**src/rtl/bank_pkg.sv**
```systemverilog
// Shared bank definitions: word/address widths, read-port muxcodes and the
// streamer FSM state encoding.
package bank_pkg;

  localparam int BANK_W = 64;
  localparam int BANK_A = 10;

  // Read port select codes.
  localparam logic [1:0] MUX_I = 2'b00;
  localparam logic [1:0] MUX_D = 2'b01;
  localparam logic [1:0] MUX_C = 2'b10;

  // Streamer FSM states.
  typedef enum logic [1:0] {
    ST_IDLE  = 2'd0,
    ST_ISSUE = 2'd1,
    ST_DRAIN = 2'd2
  } state_e;

endpackage

```
**src/rtl/rd_stream_fifo.sv**
```systemverilog
// First-word-fall-through FIFO for the read streamer. When empty, a pushed
// word is presented on the output in the same cycle (bypass), and if it is
// also popped in that cycle it is never written to storage. Output data is
// forced to zero whenever no word is valid.
module rd_stream_fifo #(
  parameter int w     = 64,
  parameter int DEPTH = 4
) (
  input  logic                     clk,
  input  logic                     rst,
  input  logic                     push,
  input  logic [w-1:0]             push_data,
  input  logic                     pop,
  output logic                     valid,
  output logic [w-1:0]             data,
  output logic [$clog2(DEPTH):0]   count
);

  localparam int AW = $clog2(DEPTH);

  logic [w-1:0]  mem [DEPTH];
  logic [AW-1:0] wr_ptr;
  logic [AW-1:0] rd_ptr;
  logic [AW:0]   count_q;
  logic          empty;
  logic          bypass;
  logic          wr;
  logic          rd;

  assign empty  = (count_q == '0);
  assign bypass = empty & push & pop;
  assign wr     = push & ~bypass;
  assign rd     = pop & ~empty;
  assign valid  = ~empty | push;
  assign count  = count_q;

  // Head of queue, or the incoming word when the queue is empty.
  always_comb begin
    data = '0;
    if (valid) begin
      data = empty ? push_data : mem[rd_ptr];
    end
  end

  // Storage array; no reset needed because occupancy gates every read.
  always_ff @(posedge clk) begin
    if (wr) begin
      mem[wr_ptr] <= push_data;
    end
  end

  // Pointers and occupancy; simultaneous write and read leave count unchanged.
  always_ff @(posedge clk or posedge rst) begin
    if (rst) begin
      wr_ptr  <= '0;
      rd_ptr  <= '0;
      count_q <= '0;
    end else begin
      if (wr) wr_ptr <= wr_ptr + 1'b1;
      if (rd) rd_ptr <= rd_ptr + 1'b1;
      case ({wr, rd})
        2'b10:   count_q <= count_q + 1'b1;
        2'b01:   count_q <= count_q - 1'b1;
        default: count_q <= count_q;
      endcase
    end
  end

endmodule

```
**src/rtl/bank_rd_streamer.sv**
```systemverilog
// Bank read streamer: on start, reads len words from a 1-cycle-latency bank
// at base_addr + k*stride (wrapping modulo 2^a) and streams them out over a
// valid/ready port, marking the final word with out_last.
//
// Handshake: a word transfers on a rising edge where out_valid and out_ready
// are both high; while out_valid=1 and out_ready=0, out_valid, out_data and
// out_last hold stable.
//
// Optional feature: define BANK_RD_STREAMER_STRIDE_EN to add the stride port;
// without it the address increment is fixed at 1.
module bank_rd_streamer
  import bank_pkg::*;
#(
  parameter int         w       = BANK_W,
  parameter int         a       = BANK_A,
  parameter int         DEPTH   = 4,
  parameter logic [1:0] MUXCODE = MUX_D
) (
  input  logic         clk,
  input  logic         rst,
  input  logic         start,
  input  logic [a-1:0] base_addr,
  input  logic [a:0]   len,
`ifdef BANK_RD_STREAMER_STRIDE_EN
  input  logic [a-1:0] stride,
`endif
  output logic         busy,
  output logic         done,
  output logic         bank_rd_en,
  output logic [a-1:0] bank_rd_addr,
  output logic [1:0]   bank_rd_muxcode,
  input  logic [w-1:0] bank_rd_word,
  output logic         out_valid,
  input  logic         out_ready,
  output logic [w-1:0] out_data,
  output logic         out_last
);

  localparam int CW = $clog2(DEPTH) + 1;
  localparam logic [CW:0]  DEPTH_OCC = (CW+1)'(DEPTH);
  localparam logic [a:0]   ONE_LEN   = {{a{1'b0}}, 1'b1};

  state_e        state;
  logic [a-1:0]  addr_q;
  logic [a-1:0]  stride_v;
  logic [a:0]    rem_q;
  logic [a:0]    len_q;
  logic [a:0]    pop_cnt;
  logic          inflight_q;
  logic          done_q;

  logic [CW-1:0] fifo_count;
  logic          fifo_valid;
  logic [w-1:0]  fifo_data;
  logic [CW:0]   occupancy;

  logic          start_ok;
  logic          start_zero;
  logic          issue;
  logic          xfer;
  logic          last_xfer;

  // Start is only honoured in IDLE, so a start while busy is dropped.
  assign start_ok   = (state == ST_IDLE) && start && (len != '0);
  assign start_zero = (state == ST_IDLE) && start && (len == '0);

  // Words buffered plus the read whose data arrives next cycle must leave room.
  assign occupancy  = {1'b0, fifo_count} + {{CW{1'b0}}, inflight_q};
  assign issue      = (state == ST_ISSUE) && (occupancy < DEPTH_OCC);

  assign xfer       = fifo_valid && out_ready;
  assign last_xfer  = xfer && out_last;

  assign busy            = (state != ST_IDLE);
  assign done            = done_q;
  assign bank_rd_en      = issue;
  assign bank_rd_addr    = addr_q;
  assign bank_rd_muxcode = MUXCODE;
  assign out_valid       = fifo_valid;
  assign out_data        = fifo_data;
  assign out_last        = fifo_valid && busy && (pop_cnt == len_q - ONE_LEN);

`ifdef BANK_RD_STREAMER_STRIDE_EN
  logic [a-1:0] stride_q;

  // Stride is captured with the rest of the job parameters.
  always_ff @(posedge clk or posedge rst) begin
    if (rst) begin
      stride_q <= '0;
    end else if (start_ok) begin
      stride_q <= stride;
    end
  end

  assign stride_v = stride_q;
`else
  assign stride_v = {{(a-1){1'b0}}, 1'b1};
`endif

  // Job control FSM.
  always_ff @(posedge clk or posedge rst) begin
    if (rst) begin
      state <= ST_IDLE;
    end else begin
      case (state)
        ST_IDLE:  if (start_ok) state <= ST_ISSUE;
        ST_ISSUE: if (issue && (rem_q == ONE_LEN)) state <= ST_DRAIN;
        ST_DRAIN: if (last_xfer) state <= ST_IDLE;
        default:  state <= ST_IDLE;
      endcase
    end
  end

  // Address generation, word counters, in-flight flag and done pulse.
  always_ff @(posedge clk or posedge rst) begin
    if (rst) begin
      addr_q     <= '0;
      rem_q      <= '0;
      len_q      <= '0;
      pop_cnt    <= '0;
      inflight_q <= 1'b0;
      done_q     <= 1'b0;
    end else begin
      if (start_ok) begin
        addr_q  <= base_addr;
        rem_q   <= len;
        len_q   <= len;
        pop_cnt <= '0;
      end else begin
        if (issue) begin
          addr_q <= addr_q + stride_v;
          rem_q  <= rem_q - ONE_LEN;
        end
        if (xfer) begin
          pop_cnt <= pop_cnt + ONE_LEN;
        end
      end
      inflight_q <= issue;
      done_q     <= last_xfer || start_zero;
    end
  end

  // Returning bank word goes into the FIFO in the cycle it arrives.
  rd_stream_fifo #(
    .w     (w),
    .DEPTH (DEPTH)
  ) u_fifo (
    .clk       (clk),
    .rst       (rst),
    .push      (inflight_q),
    .push_data (bank_rd_word),
    .pop       (xfer),
    .valid     (fifo_valid),
    .data      (fifo_data),
    .count     (fifo_count)
  );

endmodule

```
**config.mk**
```make
export PLATFORM = sky130hd
export DESIGN_NAME = bank_rd_streamer
export DESIGN_NICKNAME = d
export VERILOG_FILES = /design/src/rtl/bank_pkg.sv /design/src/rtl/rd_stream_fifo.sv /design/src/rtl/bank_rd_streamer.sv
export SDC_FILE = /design/constraint.sdc
export NUM_CORES = 1
export LEC_CHECK = 0
export ABC_AREA = 1
export BUFFER_PORTS_ARGS = -buffer_cell sky130_fd_sc_hd__buf_4
export CORE_MARGIN = 2
export CORE_UTILIZATION = 40
export CTS_CLUSTER_SIZE = 25
export DETAILED_ROUTE_END_ITERATION = 12
export SETUP_SLACK_MARGIN = 0.05
export SLEW_MARGIN = 20
export SYNTH_ARGS = -nofsm -noshare
export SYNTH_HDL_FRONTEND = slang
export SYNTH_HIERARCHICAL = 1
export SYNTH_SLANG_ARGS = --single-unit
```
**constraint.sdc**
```tcl
create_clock -name clk -period 9.4 [get_ports clk]
set_input_delay 1.41 -clock clk [delete_from_list [all_inputs] [get_ports clk]]
set_output_delay 1.41 -clock clk [all_outputs]
set_load 0.03 [all_outputs]
```
# --- Yosys cells after proc, flatten, opt, wreduce, memory -nomap -nowiden ---
# Memories as Yosys holds them, arrays and structs flattened.
# Cells that the tools add are included.
word_totals:
  register_bits: 54
  n_memories: 1
  ramBits: 256
  in_bits: 89
classes:
  n_mux: 15
  n_reduce_logical: 19
  order_cmp: 1
  n_eq_ne: 9
  n_addsub: 9
  bitwise_logic: 7
memory_table:
  columns: ["name", "words", "word_bits", "read_ports", "rd_ports_with_merged_regs", "write_ports", "line_no", "source"]
  rows:
  - ["u_fifo.mem", 4, 64, 1, 0, 1, "rd_stream_fifo.sv:21", "logic [w-1:0] mem [DEPTH];"]
op_table:
  columns: ["cell", "count"]
  rows:
  - ["64-bit two-way mux", 2]
  - ["11-bit two-way mux", 4]
  - ["11-bit by 1-bit subtractor with 11-bit output (second input constant)", 2]
  - ["10-bit two-way mux", 2]
  - ["11-bit by 1-bit adder with 11-bit output (second input constant)", 1]
  - ["11-bit by 1-bit equality test with 1-bit output (second input constant)", 1]
  - ["11-bit equality test", 1]
  - ["11-bit logical NOT", 1]
  - ["11-bit nonzero test", 1]
  - ["10-bit by 1-bit adder with 10-bit output (second input constant)", 1]
  - ["1-bit logical AND", 9]
  - ["2-bit nonzero test", 4]
  - ["2-bit two-way mux", 3]
  - ["2-bit one-hot mux with 3 select lines", 1]
  - ["3-bit one-hot mux with 2 select lines", 1]
  - ["2-bit by 1-bit adder with 2-bit output (second input constant)", 2]
  - ["3-bit by 1-bit adder with 4-bit output", 1]
  - ["1-bit AND", 4]
  - ["2-bit by 1-bit equality test with 1-bit output (second input constant)", 2]
  - ["2-bit equality test (second input constant)", 2]
  - ["4-bit by 3-bit < comparator with 1-bit output (second input constant)", 1]
  - ["2-bit inequality test (second input constant)", 2]
  - ["3-bit by 1-bit adder with 3-bit output (second input constant)", 1]
  - ["3-bit logical NOT", 1]
  - ["other kinds (8)", 10]

# --- Logic depth before layout (Yosys ltp) ---
# Gate-level depths: netlist of run 1.
logic_depth:
  word_depth: 9
  mapped_depth: 16
  mapped_depth_nobuf: 15

# --- Modules after synthesis ---
# Netlist of run 1, hierarchy kept.
modules_own_cells:
  columns: ["module", "area_per_inst_um2", "instances", "cells_each"]
  rows:
  - ["rd_stream_fifo", 11055.6, 1, 956]
  - ["bank_rd_streamer", 2872.8, 1, 366]

# --- Worst setup path after synthesis of run 1 ---
# OpenSTA, ideal clock, no wires.
synth_timing:
  path_type: "input-to-reg"
  from: "input port out_ready"
  to: "memory u_fifo.mem[0][0] (enable)"
  required_ns: 8.913
  path_stages: 5
  arrival_ns: 4.539
  n_path_buf: 0
  path_slack_ns: 4.374
  cell_sequence: "nand2_2 > inv_2 > nand3_1 > nand2_1 > nor2_1"
synth_between:
  elab_chain_cells: 6
synth_lines:
  columns: ["element", "line_no", "source"]
  rows:
  - ["from (decl)", "bank_rd_streamer.sv:34", "input logic out_ready,"]
  - ["1-bit logical AND", "bank_rd_streamer.sv:71", "assign xfer = fifo_valid && out_ready;"]
  - ["via xfer", "bank_rd_streamer.sv:60", "logic xfer;"]
  - ["1-bit AND", "rd_stream_fifo.sv:31", "assign bypass = empty & push & pop;"]
  - ["1-bit inverter", "rd_stream_fifo.sv:32", "assign wr = push & ~bypass;"]
  - ["1-bit AND", "rd_stream_fifo.sv:32", null]
  - ["1-bit two-way mux", "rd_stream_fifo.sv:47", "if (wr) begin"]
  - ["1-bit two-way mux (implied by the code)", "rd_stream_fifo.sv:48", "mem[wr_ptr] <= push_data;"]
  - ["to (decl)", "rd_stream_fifo.sv:21", null]
# The timed path passes the listed nets, and every way through them passes these cells.

# --- Worst setup path after layout of run 1 ---
layout_timing:
  from: "register u_fifo.rd_ptr[0]"
  to: "output port out_data[6]"
layout_between:
  elab_chain_cells: 3
layout_lines:
  columns: ["element", "line_no", "source"]
  rows:
  - ["from (decl)", "rd_stream_fifo.sv:23", "logic [AW-1:0] rd_ptr;"]
  - ["from (signal assigned)", "rd_stream_fifo.sv:60", "if (rd) rd_ptr <= rd_ptr + 1'b1;"]
  - ["memory read 4 x 64 bit", null, null]
  - ["64-bit two-way mux", "rd_stream_fifo.sv:41", "data = empty ? push_data : mem[rd_ptr];"]
  - ["64-bit two-way mux", "rd_stream_fifo.sv:40", "if (valid) begin"]
  - ["to (decl)", "bank_rd_streamer.sv:35", "output logic [w-1:0] out_data,"]
# Every way passes these cells.

==> reports/qor.txt, run 1 <==
Syn nets: 1422
Global route overflow: 0
CORE AREA: 34500 um2
Post-synthesis cell type count: 44
Unrepaired setup endpoints after global routing: no
Asr flop ratio synth: 17.4%
First-pass GRT wire length: 51000 um
ANT nets after route: 0
Adder-Cell Fraction of Synth Area: 1.04%
DRT Pass-1 Iters: 5
H-tree Lvls: 2
CTS tree: yes
#FFs+latches synth: 310
Std-Cell Rows: 68
Status: completed
Resize count post-CTS: 0
Iter 0 DRT Violations: 743
Synth Area in XOR/XNOR: 2.00%
# Max-Cap Violations: 0
Root buf cell: clkbuf_16
Top delay family on crit path: buffers and inverters
Total track usage: 17.8%
Sequential share of power: 33.0%
Number of remaining DRC errors: 0
DP HPWL: 19100 um
Vias in the first global route: 9290
Post-synth top area cell: edfxtp_1
Crit end category: output pin
Skew final: 0.0220 ns
Final TNS setup: 0 ns
Via Count: 9846
Crit path arrival time: 3.06 ns
Share of post-route cells with drive strength above 1: 18.1%
Die Ht: 191 um
GPL Wtd Cong: 0.815
Top post-synthesis cells by area: edfxtp_1, nand2_1, nand3_1, dfrtp_1, buf_6
Die width: 191 um
Seq/Total Area, Yosys: 64.9%
Avg Cell Area, Syn: 10.5 um2
Slowest cell on the critical path: buf_4
Final period util: 47.6%
Clk buf depth: 3
Hold EP: len_q[10]$_DFFE_PP0P_
NetSw: 2760 uW
Yosys warns: 6
Post-synthesis instance total: 1322
CP cell instances: inv_4 > buf_4 > nand2_1 > nand3_1 > nand3_1 > nand2_1 > buf_4
Critical Path Fanout Max: 89
Compound-Gate Fraction of Synth Area: 1.63%
Final non-filler cell total: 1945
Lkg Pwr: 0.00673 uW
Die ar.: 36300 um2
Worst Path Buf+Inv: 3
ANT cells: 0
Synth Cell Area: 13900 um2
Vias per inst: 5.06
Multiplexer share of the synthesized area: 0%
Int Power: 3570 uW
CTS buffer count: 34
Final design utilization: 47.8%
Worst slew margin relative to its limit: 33.9%
Wirelength, routed: 32300 um
Max Clk Rate: 0.224 GHz
Post-layout min period: 4.47 ns
CP Class: reg2out
Initial Util: 40.4%
Worst hold path type: reg2reg
I/O pins: 170
Post-Synth Simple-Gate Area: 25.3%
Setup Buffers After CTS: 0
Synth Flop Type: edfxtp_1
HP Start: len_q[10]$_DFFE_PP0P_
Worst hold path depth: 2
Combinational share of power: 47.0%
Number of synthesized flops with an enable pin: 256
Slowest stage delay, CP: 0.80 ns
Area growth from synthesis to layout: 18.3%
VDD IR max: 0.210 mV
Clock latency on the worst-skew pair: 0.51 ns
Worst setup SP type: flip-flop
PwrDens: 384 nW/um2
Clock slew at reported path FFs: 0.06 ns
Port Buffer Count: 167
Critical path required time: 7.99 ns
Worst r2r path cells: 8
RR Endpoint: u_fifo/mem[2][10]$_DFFE_PP_
Dpl cells: 1882
Final hold viol count: 0
Area share of the largest cell type after synthesis: 55.2%
R2R Path Start: inflight_q$_DFF_PP0_
Largest family of logic cells by synthesized area: simple AND/OR/NAND/NOR gates
Final #Nets: 1564
Post-synth top cells: nand2_1, nand3_1, edfxtp_1
Largest net degree at the start of global routing: 107
Clock sinks: 310
Sw Share: 43.6%
Top-count cell post-synth: nand2_1
Worst hold slack: 0.503 ns
Final setup viols: 0
R2r setup slk: 5.75 ns
Slew at the pin closest to its max-slew limit: 0.991 ns
Fin. max-slew vios: 0
Cts hold-fix bufs: 0
Initial antenna violation count: 0
Clock Power Share: 20.0%
DR WL/cell: 16.6 um
worst min-delay path, delay by kind of cell, from the launching register on:
kind	cells	cell delay, ns
DFF	1	0.36
and+or+nand+nor	2	0.12
cells in the final DEF (no fill, tap or decap), types with 3 or more instances in the layout:
master     instances
nor2_2             4
xnor2_1           13
nand2_4            3
inv_1             47
o21ai_1            6
nor3_1             4
nor2_4             6
nor3_2             4
o211ai_1           3
nor4_1             4
clkbuf_16         35
o21ai_0           19
nand2_1          435
nand4_1            4
nand2_2            4
nor2_1            33
dfrtp_1           51
ha_1              10
a21oi_1           10
inv_2              7
nand3_1          289
clkinv_2          10
xor2_1            17
edfxtp_1         256
clkinv_1          11
buf_4            176
flip-flops by register name (all words and copies together), names as in the netlist:
signal,count
state,2
pop_cnt,11
u_fifo/rd_ptr,2
rem_q,11
u_fifo/mem,256
inflight_q,1
u_fifo/wr_ptr,2
done,1
u_fifo/count,3
bank_rd_addr,10
len_q,11
layout make-up:
class / count / area (um2)
Fill cell: 3175 / 18000
Inverter: 57 / 220
Sequential cell: 310 / 9040
Clock buffer: 36 / 880
Clock inverter: 26 / 195
Timing Repair Buffer: 178 / 1360
Tap cell: 455 / 569
Multi-Input combinational cell: 883 / 4210
worst max path at each step:
stage                            startpoint                           to  slack [ns]  depth (start not counted)
3_5_place_dp                      out_ready  u_fifo/mem[0][22]$_DFFE_PP_        5.24                          7
2_1_floorplan                     out_ready   u_fifo/mem[0][0]$_DFFE_PP_        4.37                          5
5_1_grt        u_fifo/rd_ptr[0]$_DFFE_PP0P_                 out_data[29]        4.64                          7
4_1_cts        u_fifo/rd_ptr[0]$_DFFE_PP0P_                 out_data[11]        4.91                          7
3_3_place_gp                      out_ready  u_fifo/mem[0][22]$_DFFE_PP_        5.29                          7
6_report       u_fifo/rd_ptr[0]$_DFFE_PP0P_                  out_data[6]        4.93                          7
cells by family after synthesis:
kind of cell,Yosys count
compound gates,41
xor+xnor,31
fa+ha+maj,11
buf+inv,129
flops,310
other cells,2
simple gates,798
power groups by stage:
stage | combinational (uW) | sequential, uW | clock (uW)
4_1_cts | 2990 | 2090 | 1300
6_report | 2970 | 2090 | 1270
2_1_floorplan | 2080 | 2130 | 0
5_1_grt | 3260 | 2130 | 1350
3_5_place_dp | 2990 | 2110 | 0
3_3_place_gp | 2950 | 2110 | 0
per-layer routing:
| metal | GRT usage (%) | vias to the layer above | wire, um |
|---|---|---|---|
| met5 | 0 | - | 0 |
| met1 | 25.0 | 4721 | 14600 |
| li1 | - | 4810 | - |
| met2 | 28.9 | 267 | 15300 |
| met3 | 2.65 | 48 | 1700 |
| met4 | 4.86 | 0 | 648 |
metrics by stage:
step	area [um2]	worst slack, ns	total power (uW)
final	16500	4.93	6330
after global routing	16500	4.64	6740
after CTS	16400	4.91	6380
after detailed placement	15400	5.24	5100
after global placement	15400	5.29	5060
after floorplan	13900	4.37	4210
No activity file was read; power rests on OpenSTA's default activity.
==> inputs of run 2 (changes only) <==
--- a/config.mk
+++ b/config.mk
@@ -5,7 +5,7 @@
 export SDC_FILE = /design/constraint.sdc
 export NUM_CORES = 1
 export LEC_CHECK = 0
-export ABC_AREA = 1
+export ABC_AREA = 0
 export BUFFER_PORTS_ARGS = -buffer_cell sky130_fd_sc_hd__buf_4
 export CORE_MARGIN = 2
 export CORE_UTILIZATION = 40
==> constraint.sdc (replaced) <==
create_clock -name clk -period 4.7 [get_ports clk]
set_input_delay 0.705 -clock clk [delete_from_list [all_inputs] [get_ports clk]]
set_output_delay 0.705 -clock clk [all_outputs]
set_load 0.03 [all_outputs]
==> run 2 against run 1 <==
  * Design area is 3.7% lower
  * First-iteration DRC count is 23% lower
  * Final cell count is 22% lower
  * Sequential power is 100% higher
  * Clock power is 80% higher
  * Combinational power is 56% higher
  * Sequential cell count stayed put
  * Hold slack worse by 0.16 ns
  * Power is 75% higher
==> reports/qor.txt, run 2 <==
Status: completed
Vias per inst: 5.21 (+2.8%)
CTS buffer count: 31 (-8.8%)
Asr flop ratio synth: 17.4% (unchanged)
Wirelength, routed: 28900 um (-10%)
Clock slew at reported path FFs: 0.06 ns (about the same)
Setup Buffers After CTS: 0 (unchanged)
Post-synthesis instance total: 887 (-33%)
Iter 0 DRT Violations: 571 (-23%)
Resize count post-CTS: 0 (unchanged)
Critical Path Fanout Max: 8 (-91%)
Final TNS setup: 0 ns (unchanged)
Crit end category: output pin
Biggest register: u_fifo/mem
Cts hold-fix bufs: 1 (+1)
Clock sinks: 310 (unchanged)
I/O pins: 170 (unchanged)
Clock Power Share: 20.6% (+0.6 points)
Die Ht: 186 um (-2.6%)
Final hold viol count: 0 (unchanged)
Critical path required time: 3.99 ns (-4.00 ns)
Worst r2r path cells: 6 (-2)
PwrDens: 700 nW/um2 (+82%)
# Max-Cap Violations: 0 (unchanged)
DRT Pass-1 Iters: 5 (unchanged)
Area growth from synthesis to layout: 20.3%
Worst setup SP type: flip-flop
Worst hold slack: 0.348 ns (-0.155 ns)
Std-Cell Rows: 66 (-2.9%)
First-pass GRT wire length: 45500 um (-11%)
Max Clk Rate: 0.280 GHz
Vias in the first global route: 8253 (-11%)
Worst slew margin relative to its limit: 47.6% (+14 points)
Clk buf depth: 3 (unchanged)
NetSw: 4240 uW (+54%)
Root buf cell: clkbuf_16
ANT cells: 0 (unchanged)
Seq/Total Area, Yosys: 68.5% (+3.6 points)
Initial Util: 40.5% (+0.11 points)
CP Class: reg2out
Post-synthesis cell type count: 52 (+18%)
Share of post-route cells with drive strength above 1: 28.1% (+9.9 points)
CORE AREA: 32500 um2 (-5.6%)
Int Power: 6860 uW (+92%)
Dpl cells: 1461 (-22%)
Total track usage: 17.0% (-0.79 points)
Skew final: 0.0216 ns (-0.000379 ns)
Final setup viols: 0 (unchanged)
Pre-CTS WS: 1.69 ns (-3.55 ns)
Final #Nets: 1153 (-26%)
Worst Path Buf+Inv: 2 (-1)
VDD IR max: 0.360 mV (+71%)
Clock latency on the worst-skew pair: 0.56 ns (+0.05 ns)
Top post-synthesis cells by area: edfxtp_1, mux4_2, dfrtp_1, nand2_1, nand3_1
Die ar.: 34400 um2 (-5.2%)
Post-layout min period: 3.57 ns
GPL Wtd Cong: 0.766 (-6.0%)
Avg Cell Area, Syn: 14.9 um2 (+41%)
CP cell instances: inv_1 > ha_1 > and2b_1 > nand2_1 > a311o_1 > a2111oi_2 > and3_2 > buf_4
Most common cell after layout, fill and taps aside: edfxtp_1
DP HPWL: 18100 um (-5.3%)
Port Buffer Count: 167 (unchanged)
Largest net degree at the start of global routing: 66 (-38%)
Fin. max-slew vios: 0 (unchanged)
Synth Flop Type: edfxtp_1
H-tree Lvls: 1 (-1)
ANT nets after route: 0 (unchanged)
DR WL/cell: 19.1 um (+15%)
Lkg Pwr: 0.00597 uW (-11%)
Crit. path cell count: 8 (+1)
Crit path arrival time: 2.87 ns (-0.19 ns)
Top-count cell post-synth: edfxtp_1
Global route overflow: 0 (unchanged)
Yosys warns: 6 (unchanged)
Sequential share of power: 37.7% (+4.7 points)
Unrepaired setup endpoints after global routing: no
Top delay family on crit path: compound AO/OA/AOI/OAI gates
Post-synth top cells: edfxtp_1, nand2_1, nand3_1
Final period util: 76.0%
Slew at the pin closest to its max-slew limit: 0.786 ns (-0.204 ns)
Worst hold path type: in2reg
Synth Cell Area: 13200 um2 (-5.3%)
#FFs+latches synth: 310 (unchanged)
Sw Share: 38.2% (-5.4 points)
Die width: 186 um (-2.6%)
Area share of the largest cell type after synthesis: 58.3% (+3.1 points)
Largest register FFs: 256 (unchanged)
Worst hold path depth: 3 (+1)
Commonest cells after routing, fill and taps aside: edfxtp_1, nand2_1, buf_4
Setup WS post-layout: 1.13 ns (-3.80 ns)
Slowest cell on the critical path: dfrtp_1
Slowest stage delay, CP: 0.44 ns (-0.36 ns)
Combinational share of power: 41.7% (-5.3 points)
Post-synth top area cell: edfxtp_1
Number of synthesized flops with an enable pin: 256 (unchanged)
Pwr Total: 11100 uW (+75%)
Fillers: 2891 (-8.9%)
Number of remaining DRC errors: 0 (unchanged)
Via Count: 7903 (-20%)
Syn nets: 987 (-31%)
CTS tree: yes
Initial antenna violation count: 0 (unchanged)
Final non-filler cell total: 1518 (-22%)
[run 2: logic make-up after synthesis]
logic type	Yosys count	share of synthesized area [%]
xor+xnor	36	2.39
mux	66	11.1
compound gates	59	2.91
buf+inv	67	2.49
simple gates	336	11.4
other cells	2	0.0569
fa+ha+maj	11	1.10
flops	310	68.5
[run 2: metal layers]
layer | global-route usage [%] | part of all wire, % | up-vias
met4 | 3.81 | 1.6 | 0
met5 | 0 | 0 | -
li1 | - | - | 3664
met2 | 29.1 | 49 | 226
met1 | 22.8 | 43 | 3976
met3 | 3.01 | 6.1 | 37
[run 2: worst paths after layout]
| kind | end | slack, ns | from |
|---|---|---|---|
| max | out_last | 1.13 | len_q[0]$_DFFE_PP0P_ |
| min | bank_rd_addr[5]$_DFFE_PP0P_ | 0.35 | base_addr[5] |
| max reg2reg | u_fifo/mem[0][35]$_DFFE_PP_ | 1.68 | inflight_q$_DFF_PP0_ |
| min reg2reg | len_q[9]$_DFFE_PP0P_ | 0.52 | len_q[9]$_DFFE_PP0P_ |
| max in group asynchronous | inflight_q$_DFF_PP0_ | 3.33 | rst |
| min in group asynchronous | done$_DFF_PP0_ | 0.57 | rst |
[run 2: cell type report]
type / count / area [um2] / share of cell area [%]
repair buffers: 180 / 1420 / 8.93
multi-input cells: 510 / 3830 / 24.2
clock inverters: 12 / 96.3 / 0.607
well taps: 442 / 553 / 3.49
flip-flops and latches: 310 / 9040 / 57.0
inverters: 20 / 75.1 / 0.473
clock buffers: 44 / 845 / 5.32
[run 2: worst reg2reg max path: cells and delay by family (launching register included)]
family | cells | cell delay, ns
AND/OR/NAND/NOR | 3 | 1.15
flip-flops | 1 | 0.61
buffers and inverters | 2 | 0.49
AO/OA/AOI/OAI | 1 | 0.43
[run 2: through the flow]
step,utilization [%],area (um2)
after floorplan,-,13200
after global placement,45.8,14900
after detailed placement,45.8,14900
after CTS,48.8,15900
after global routing,48.8,15900
final,48.8,15900
[run 2: power groups by stage]
stage	clock (uW)	sequential [uW]	combinational [uW]
after floorplan	0	4080	3220
after global placement	0	4230	4670
after detailed placement	0	4250	4680
after CTS	2360	4200	4700
after global routing	2460	4280	5020
final	2280	4180	4630
